**src/rtl/alu_md_unit.sv**
```systemverilog
// alu_md_unit: integer ALU with one-cycle ops and an optional iterative multiply/divide unit.
// Define ALU_MD_MEXT_EN to build the M-extension datapath (MUL/DIV states, shift-add, restoring divide).
module alu_md_unit #(
  parameter int XLEN = 32
) (
  input  logic            i_clk,
  input  logic            i_rst,
  input  logic            i_valid,
  input  logic [1:0]      i_alu_ctl,
  input  logic [2:0]      i_f3,
  input  logic            i_f7_bit6,
  input  logic            i_f7_bit0,
  input  logic [XLEN-1:0] i_a,
  input  logic [XLEN-1:0] i_b,
  input  logic            i_kill,
  output logic            o_ready,
  output logic            o_valid,
  output logic [XLEN-1:0] o_result
);
  localparam int SHW = $clog2(XLEN);
  localparam logic [1:0] S_IDLE = 2'd0;
  localparam logic [1:0] S_DONE = 2'd3;

  logic [1:0]      state_q, state_d;
  logic [XLEN-1:0] result_q, result_d;
  logic [XLEN-1:0] alu_res;
  logic [XLEN-1:0] sra_res;
  logic [SHW-1:0]  shamt;

  assign shamt    = i_b[SHW-1:0];
  assign sra_res  = $signed(i_a) >>> shamt;
  assign o_ready  = (state_q == S_IDLE);
  assign o_valid  = (state_q == S_DONE);
  assign o_result = result_q;

  // NOTE: every always_comb output is given a default first, so no path leaves it unassigned and no latch is inferred.
  always_comb begin
    alu_res = i_a + i_b;
    if (i_alu_ctl == 2'b01) begin
      alu_res = i_a - i_b;
    end else if (i_alu_ctl == 2'b10) begin
      case (i_f3)
        3'b000:  alu_res = i_f7_bit6 ? (i_a - i_b) : (i_a + i_b);
        3'b001:  alu_res = i_a << shamt;
        3'b010:  alu_res = {{(XLEN-1){1'b0}}, ($signed(i_a) < $signed(i_b))};
        3'b011:  alu_res = {{(XLEN-1){1'b0}}, (i_a < i_b)};
        3'b100:  alu_res = i_a ^ i_b;
        3'b101:  alu_res = i_f7_bit6 ? sra_res : (i_a >> shamt);
        3'b110:  alu_res = i_a | i_b;
        default: alu_res = i_a & i_b;
      endcase
    end
  end

`ifdef ALU_MD_MEXT_EN
  localparam int CW = SHW + 1;
  localparam logic [1:0]    S_MUL    = 2'd1;
  localparam logic [1:0]    S_DIV    = 2'd2;
  localparam logic [CW-1:0] CNT_LOAD = CW'(XLEN);
  localparam logic [CW-1:0] CNT_ONE  = CW'(1);

  logic [CW-1:0]   cnt_q, cnt_d;
  logic [XLEN-1:0] acc_q, acc_d;   // MUL partial product / DIV partial remainder
  logic [XLEN-1:0] opa_q, opa_d;   // MUL multiplicand / DIV dividend shifting into quotient
  logic [XLEN-1:0] opb_q, opb_d;   // MUL multiplier / DIV divisor magnitude
  logic            neg_quo_q, neg_quo_d;
  logic            neg_rem_q, neg_rem_d;
  logic            rem_sel_q, rem_sel_d;

  logic            is_m;
  logic            div_signed;
  logic [XLEN-1:0] a_mag, b_mag;
  logic [XLEN-1:0] mul_acc;
  logic [XLEN:0]   rem_sh, rem_diff;
  logic [XLEN-1:0] div_quo, div_rem, div_res;

  assign is_m       = (i_alu_ctl == 2'b10) && i_f7_bit0;
  assign div_signed = ~i_f3[0];
  assign a_mag      = (div_signed && i_a[XLEN-1]) ? -i_a : i_a;
  assign b_mag      = (div_signed && i_b[XLEN-1]) ? -i_b : i_b;

  assign mul_acc  = acc_q + (opb_q[0] ? opa_q : '0);
  // Restoring step: shift the next dividend bit into the remainder, keep the difference if it did not go negative.
  assign rem_sh   = {acc_q, opa_q[XLEN-1]};
  assign rem_diff = rem_sh - {1'b0, opb_q};
  assign div_quo  = {opa_q[XLEN-2:0], ~rem_diff[XLEN]};
  assign div_rem  = rem_diff[XLEN] ? rem_sh[XLEN-1:0] : rem_diff[XLEN-1:0];
  assign div_res  = rem_sel_q ? (neg_rem_q ? -div_rem : div_rem)
                              : (neg_quo_q ? -div_quo : div_quo);
`else
  logic unused_inputs;
  assign unused_inputs = i_f7_bit0 ^ i_kill;
`endif

  always_comb begin
    state_d  = state_q;
    result_d = result_q;
`ifdef ALU_MD_MEXT_EN
    cnt_d     = cnt_q;
    acc_d     = acc_q;
    opa_d     = opa_q;
    opb_d     = opb_q;
    neg_quo_d = neg_quo_q;
    neg_rem_d = neg_rem_q;
    rem_sel_d = rem_sel_q;
`endif
    case (state_q)
      S_IDLE: begin
        if (i_valid) begin
          state_d  = S_DONE;
          result_d = alu_res;
`ifdef ALU_MD_MEXT_EN
          cnt_d = CNT_LOAD;
          if (is_m) begin
            case (i_f3)
              3'b000: begin
                state_d = S_MUL;
                acc_d   = '0;
                opa_d   = i_a;
                opb_d   = i_b;
              end
              3'b100, 3'b101, 3'b110, 3'b111: begin
                if (i_b == '0) begin
                  result_d = i_f3[1] ? i_a : '1;
                end else begin
                  state_d   = S_DIV;
                  acc_d     = '0;
                  opa_d     = a_mag;
                  opb_d     = b_mag;
                  neg_quo_d = div_signed & (i_a[XLEN-1] ^ i_b[XLEN-1]);
                  neg_rem_d = div_signed & i_a[XLEN-1];
                  rem_sel_d = i_f3[1];
                end
              end
              default: result_d = '0;
            endcase
          end
`endif
        end
      end
`ifdef ALU_MD_MEXT_EN
      S_MUL: begin
        if (i_kill) begin
          state_d = S_IDLE;
        end else begin
          acc_d = mul_acc;
          opa_d = opa_q << 1;
          opb_d = opb_q >> 1;
          cnt_d = cnt_q - CNT_ONE;
          if (cnt_q == CNT_ONE) begin
            state_d  = S_DONE;
            result_d = mul_acc;
          end
        end
      end
      S_DIV: begin
        if (i_kill) begin
          state_d = S_IDLE;
        end else begin
          acc_d = div_rem;
          opa_d = div_quo;
          cnt_d = cnt_q - CNT_ONE;
          if (cnt_q == CNT_ONE) begin
            state_d  = S_DONE;
            result_d = div_res;
          end
        end
      end
`endif
      default: state_d = S_IDLE;
    endcase
  end

  // NOTE: flops take non-blocking assignments so every register samples the pre-edge value of the others.
  always_ff @(posedge i_clk or posedge i_rst) begin
    if (i_rst) begin
      state_q  <= S_IDLE;
      result_q <= '0;
    end else begin
      state_q  <= state_d;
      result_q <= result_d;
    end
  end

`ifdef ALU_MD_MEXT_EN
  // NOTE: the datapath registers are reset too, so an aborted operation leaves no stale operands behind.
  always_ff @(posedge i_clk or posedge i_rst) begin
    if (i_rst) begin
      cnt_q     <= '0;
      acc_q     <= '0;
      opa_q     <= '0;
      opb_q     <= '0;
      neg_quo_q <= 1'b0;
      neg_rem_q <= 1'b0;
      rem_sel_q <= 1'b0;
    end else begin
      cnt_q     <= cnt_d;
      acc_q     <= acc_d;
      opa_q     <= opa_d;
      opb_q     <= opb_d;
      neg_quo_q <= neg_quo_d;
      neg_rem_q <= neg_rem_d;
      rem_sel_q <= rem_sel_d;
    end
  end
`endif

endmodule

```
**config.mk**
```make
export PLATFORM = sky130hd
export DESIGN_NAME = alu_md_unit
export DESIGN_NICKNAME = d
export VERILOG_FILES = /design/src/rtl/alu_md_unit.sv
export SDC_FILE = /design/constraint.sdc
export NUM_CORES = 1
export LEC_CHECK = 0
export CORE_MARGIN = 8
export CORE_UTILIZATION = 30
export DETAILED_ROUTE_END_ITERATION = 12
export PLACE_DENSITY = 0.54
export SYNTH_ARGS = -nofsm -noshare
export SYNTH_HDL_FRONTEND = slang
export SYNTH_SLANG_ARGS = --single-unit
```
**constraint.sdc**
```tcl
create_clock -name i_clk -period 2.8 [get_ports i_clk]
set_clock_uncertainty 0.1 [all_clocks]
set_input_delay 0.56 -clock i_clk [delete_from_list [all_inputs] [get_ports i_clk]]
set_output_delay 0.56 -clock i_clk [all_outputs]
set_load 0.02 [all_outputs]
```
; Word level (Yosys, flattened, before mapping)
; Index checks and enable logic that the tools add are counted.
[totals]
register_bits = 34
latch_bits = 0
ram_bits = 0
mem_bits_ro = 0
inputBits = 75
out_inout_bits = 34
elab_cells = 32
n_memories = 0
[classes]
add_sub_neg = 2
n_mul = 0
n_div = 0
order_cmp = 2
n_eq_ne = 10
n_shift = 3
n_mux = 7
n_bitwise = 3
reduce_logical = 3
[ops]
columns = cell, n
row1 = $pmux W32 S7, 1
row2 = $mux W32, 4
row3 = $lt A32 B32 Y1, 2
row4 = $add A32 B32 Y32, 1
row5 = $and A32 B32 Y32, 1
row6 = $or A32 B32 Y32, 1
row7 = $shl A32 B5 Y32, 1
row8 = $shr A32 B5 Y32, 1
row9 = $sshr A32 B5 Y32, 1
row10 = $sub A32 B32 Y32, 1
row11 = $xor A32 B32 Y32, 1
row12 = $eq A3 B3 Y1 const B, 3
row13 = $eq A3 B2 Y1 const B, 2
row14 = $eq A2 B2 Y1 const B, 2
row15 = $mux W2, 2
row16 = $eq A3 B1 Y1 const B, 1
row17 = $logic_not A3 Y1, 1
row18 = $eq A2 B1 Y1 const B, 1
row19 = $logic_not A2 Y1, 1
row20 = $ne A2 B2 Y1 const B, 1
row21 = $reduce_and A2 Y1, 1

; Depth between registers and ports, before layout
[depth]
depth_word = 5
mapped_depth = 16

; Least setup slack after synthesis
; No wires, ideal clock.
[synth_timing]
kind = input to register
from = input i_b[2]
to = register result_q[27], in the netlist o_result[27]
setup_ps = 111
arrival_time_ps = 4106
slack_ps = -1518
path_stages = 15
cell_sequence = clkinv_1 > buf_1 > clkbuf_1 > clkbuf_1 > ha_1 > buf_2 > o21ai_0 > o21ai_0 > and4_1 > o31ai_2 > o21ai_1 > a21oi_1 > mux2i_1 > xnor2_1 > a2111oi_2
[synth_via]
elab_chain_len = 5
word_cells_on_any_way = 10
classes_between = add/sub: 2 / shift: 3 / mux: 5
[synth_rtl]
columns = item, line
row1 = start: declaration, 14  ; input logic [XLEN-1:0] i_b,
row2 = $add A32 B32 Y32 (tied with other cells), "38, 43"
row3 = "$mux W32, on equally long branches", "43, 48"
row4 = $pmux W32 S7, 42  ; case (i_f3)
row5 = $mux W32, 41  ; end else if (i_alu_ctl == 2'b10) begin
row6 = $mux W32 (*), 39  ; if (i_alu_ctl == 2'b01) begin
row7 = end signal: assignment, 181  ; result_q <= result_d;
row8 = end: declaration, 25  ; logic [XLEN-1:0] result_q, result_d;
; Every way passes the cells marked *; elsewhere a longest branch is shown, timed or not.
; A chain may end at the register's enable or synchronous reset.

; Worst setup path in the final report
[layout_timing]
from = input i_a[0]
to = register result_q[0], in the netlist o_result[0]
[layout_via]
elab_chain_len = 5
word_cells_on_any_way = 15
classes_between = add/sub: 2 / order compare: 2 / shift: 3 / mux: 5 / bitwise: 3
[layout_rtl]
columns = item, line
row1 = start: declaration, 13  ; input logic [XLEN-1:0] i_a,
row2 = $add A32 B32 Y32 (tied with other cells), "38, 43"
row3 = "$mux W32, on equally long branches", "43, 48"
row4 = $pmux W32 S7, 42
row5 = $mux W32, 41
row6 = $mux W32 (*), 39
; Marked as above.

==> results.py <==
metrics = {
    "hold_path": {
        "hold_path_class": "reg -> reg",
        "min_to": "o_result[3]",
        "hold_start": "o_result[3]",
        "holdPathStages": 2,
    },
    "sta": {
        "setup_violations": 28,
        "worst_pin_slew_ns": 0.819,
        "fmax_mhz": 311,
        "slew_headroom": 0.454,
        "timing.final.crit_share": 1.15,
        "fin_ws_ns": -0.414,
        "period_needed_ns": 3.21,
        "whs_ns": 0.388,
        "final-hold-violation-count": 0,
        "drv_slew": 0,
        "rsz0062_at_grt": "true",
    },
    "yosys": {
        "synth_top_area_frac": 0.118,
        "synthTopCellsByCount": "186 x nor2_1, 141 x nand2_1, 115 x a21oi_1, 113 x o21ai_0",
        "ys_warn_count": 0,
        "syn_area_sq_um": 11300,
        "ys_types": 85,
        "synth_fp_nets": 1740,
        "synthArstFlopShare": 1.00,
        "ys_seq_area_frac": 0.0734,
        "synthFlopType": "dfrtp_1",
        "synthTopCellsByArea": "ha_1 12%, mux4_2 10%, dfrtp_1 7.3%",
        "yosys.area.top_type": "ha_1",
        "syn_area_per_cell_sq_um": 7.23,
        "synth-seq-cells": 33,
        "synth_edf_count": 0,
        "synth_most_common_cell": "nor2_1",
        "syn_inst": 1557,
    },
    "pwr": {
        "ir_worst_vdd_uv": 241,
        "p_sw_mw": 2.82,
        "power_density_nw_per_um2": 301,
        "swShare": 0.469,
        "clkPwrFrac": 0.104,
        "internal_power_mw": 3.20,
        "p_leak_nw": 8.80,
        "p_seq_frac": 0.109,
        "comb_power_share": 0.787,
        "total_power_mw": 6.02,
    },
    "floorplanning": {
        "dieArea_sq_um": 44000,
        "die_h_um": 210,
        "core_area_sq_um": 37300,
        "num_rows": 71,
        "io_pins": 109,
        "fp.dieW_um": 210,
        "start_util": 0.302,
    },
    "job": {
        "maxCapViolCount": 0,
    },
    "placement": {
        "hpwl_um": 53000,
        "port_buffers": 106,
        "dpl_cell_area_sq_um": 17100,
        "gp_congestion": 0.994,
    },
    "clock_tree": {
        "clock-sinks": 33,
        "cts-root-buf": "clkbuf_16",
        "clock_path_buffers": 2,
        "h-tree-depth": 2,
        "clkTransAtPathRegs_ns": 0.08,
        "cts_made_buffers": 5,
        "clk_latency_ns": 0.30,
        "cts_tree": "built",
    },
    "worst_setup_path": {
        "crit_fanout": 2,
        "slowest_delay_ns": 0.26,
        "timing.rr.start": "state_q[0]",
        "cp_common_cell": "buf_4",
        "ff2ff_setup_slack_ns": 0.76,
        "r2r-end": "o_result[29]",
        "end_kind": "register",
        "crit_type": "in -> reg",
        "arrival_ns": 3.32,
        "worstPathRequired_ns": 2.90,
        "r2r.worst_path.cells": 8,
        "path_cells": "buf_8, inv_6, buf_4, buf_4, buf_4, buf_4, buf_4, buf_4, buf_4, buf_4, buf_4, buf_4, buf_4, buf_4, buf_6, ha_4, o21ai_1, o211ai_1, a31oi_2, o31ai_4, o221a_2",
        "slowest_stage": "o221a_2",
        "start_kind": "input pin",
    },
    "drt": {
        "firstDrtPassIters": 5,
        "drt_iter0_drc": 1398,
        "wl_per_cell_um": 24.9,
        "drc": 0,
        "avgViaCountPerCell": 5.76,
        "drt-total-wl_um": 67300,
        "num_vias": 15600,
        "drtAntennaViolNets": 0,
    },
    "layout": {
        "diodes": 0,
        "area_growth_pct": 77.8,
        "final_nets": 2416,
        "final_area_sq_um": 20000,
        "drive_gt1_frac": 0.493,
    },
    "outcome": {
        "violations": "setup timing",
        "outcome": "complete, but fails checks",
    },
    "global_routing": {
        "grt_max_degree": 74,
        "grt_pass1_vias": 15600,
        "grt_first_pass_wirelength_um": 99100,
        "grt_antenna_before_repair": 1,
        "grt-ovfl-total": 0,
        "grt.total_usage": 0.295,
    },
}
==> worst max path at each step <==
stage,from,endpoint,slack (ns),cells past startpoint
2_1_floorplan,i_b[2],o_result[28],-0.62,15
3_3_place_gp,i_a[0],o_result[26],-1.34,17
3_5_place_dp,i_a[0],o_result[26],-1.34,17
4_1_cts,i_a[0],o_result[26],-0.43,17
5_1_grt,i_a[0],o_result[26],-0.55,17
6_report,i_a[0],o_result[0],-0.41,21
==> registers in the layout (all words and copies together) (netlist names) <==
register  cells
o_result     32
state_q       1
==> kinds of logic after synthesis <==
kind of cell,share of synthesized area
AO/OA/AOI/OAI,0.322
AND/OR/NAND/NOR,0.190
buffers and inverters,0.0828
multiplexers,0.172
adder cells (fa/ha/maj),0.122
XOR/XNOR,0.0381
flip-flops,0.0734
==> area by class of cell <==
class	count	area [sq um]
fillers	3597	17300
repair buffers	789	6520
multi-input cells	1293	11500
flip-flops and latches	33	826
well taps	474	593
inverters	111	473
clock buffers	5	125
clock inverters	3	17.5
==> routing by layer <==
layer | routed length (um) | track usage | vias up
met5 | 13 | 0 | -
met4 | 4250 | 0.161 | 2
met3 | 4530 | 0.0367 | 186
met2 | 30900 | 0.484 | 725
met1 | 27700 | 0.372 | 7551
li1 | - | - | 7144
==> critical path: cells and delay by family <==
family / cells / cell delay (ns)
AOI/OAI and AO/OA: 5 / 0.84
adders and majority gates: 1 / 0.21
buffers and inverters: 15 / 1.69
==> power by group through the flow <==
| stage | logic, mW | clock network [mW] | registers [mW] |
|---|---|---|---|
| 2_1_floorplan | 1.78 | 0 | 0.766 |
| 3_3_place_gp | 3.90 | 0 | 0.660 |
| 3_5_place_dp | 3.91 | 0 | 0.664 |
| 4_1_cts | 4.54 | 0.637 | 0.656 |
| 5_1_grt | 5.00 | 0.658 | 0.665 |
| 6_report | 4.74 | 0.628 | 0.654 |
==> cell usage in the layout (no fill, tap or decap), drive strengths merged, types with 12 or more instances in the layout <==
cell type      instances
clkdlybuf4s15         17
a31oi                 28
a21oi                115
dfrtp                 33
o211ai                31
o31ai                 12
nand2b                17
o22ai                 25
a221oi                23
a211oi                28
clkdlybuf4s50         49
mux2                  12
inv                  107
xnor2                 40
a21o                  20
nor2                 186
mux4                  58
o221ai                20
mux2i                 46
nand3                 27
dlygate4sd2           17
ha                   106
nor3                  42
o21ai                115
nand2                141
buf                  703
nor2b                 14
a22oi                 15
==> through the flow <==
step           worst slack, ns  cells  utilization  TNS, ns
6_report                -0.414   2708        0.536    -6.50
2_1_floorplan           -0.621   1557            -    -9.39
5_1_grt                 -0.551   2708        0.536    -8.99
3_5_place_dp             -1.34   2604        0.457   -34.14
3_3_place_gp             -1.34   2604        0.457   -33.19
4_1_cts                 -0.431   2687        0.525    -5.62
==> repair_timing <==
| action | 4_1_cts | 5_1_grt |
|---|---|---|
| setup endpoints to repair | 32 | 32 |
| pin swaps | 143 | 62 |
| hold buffers | 0 | 0 |
| cloned | 3 | 0 |
| resized for setup | 531 | 65 |
| setup buffers | 78 | 24 |
(Power assumes the default switching activity.)
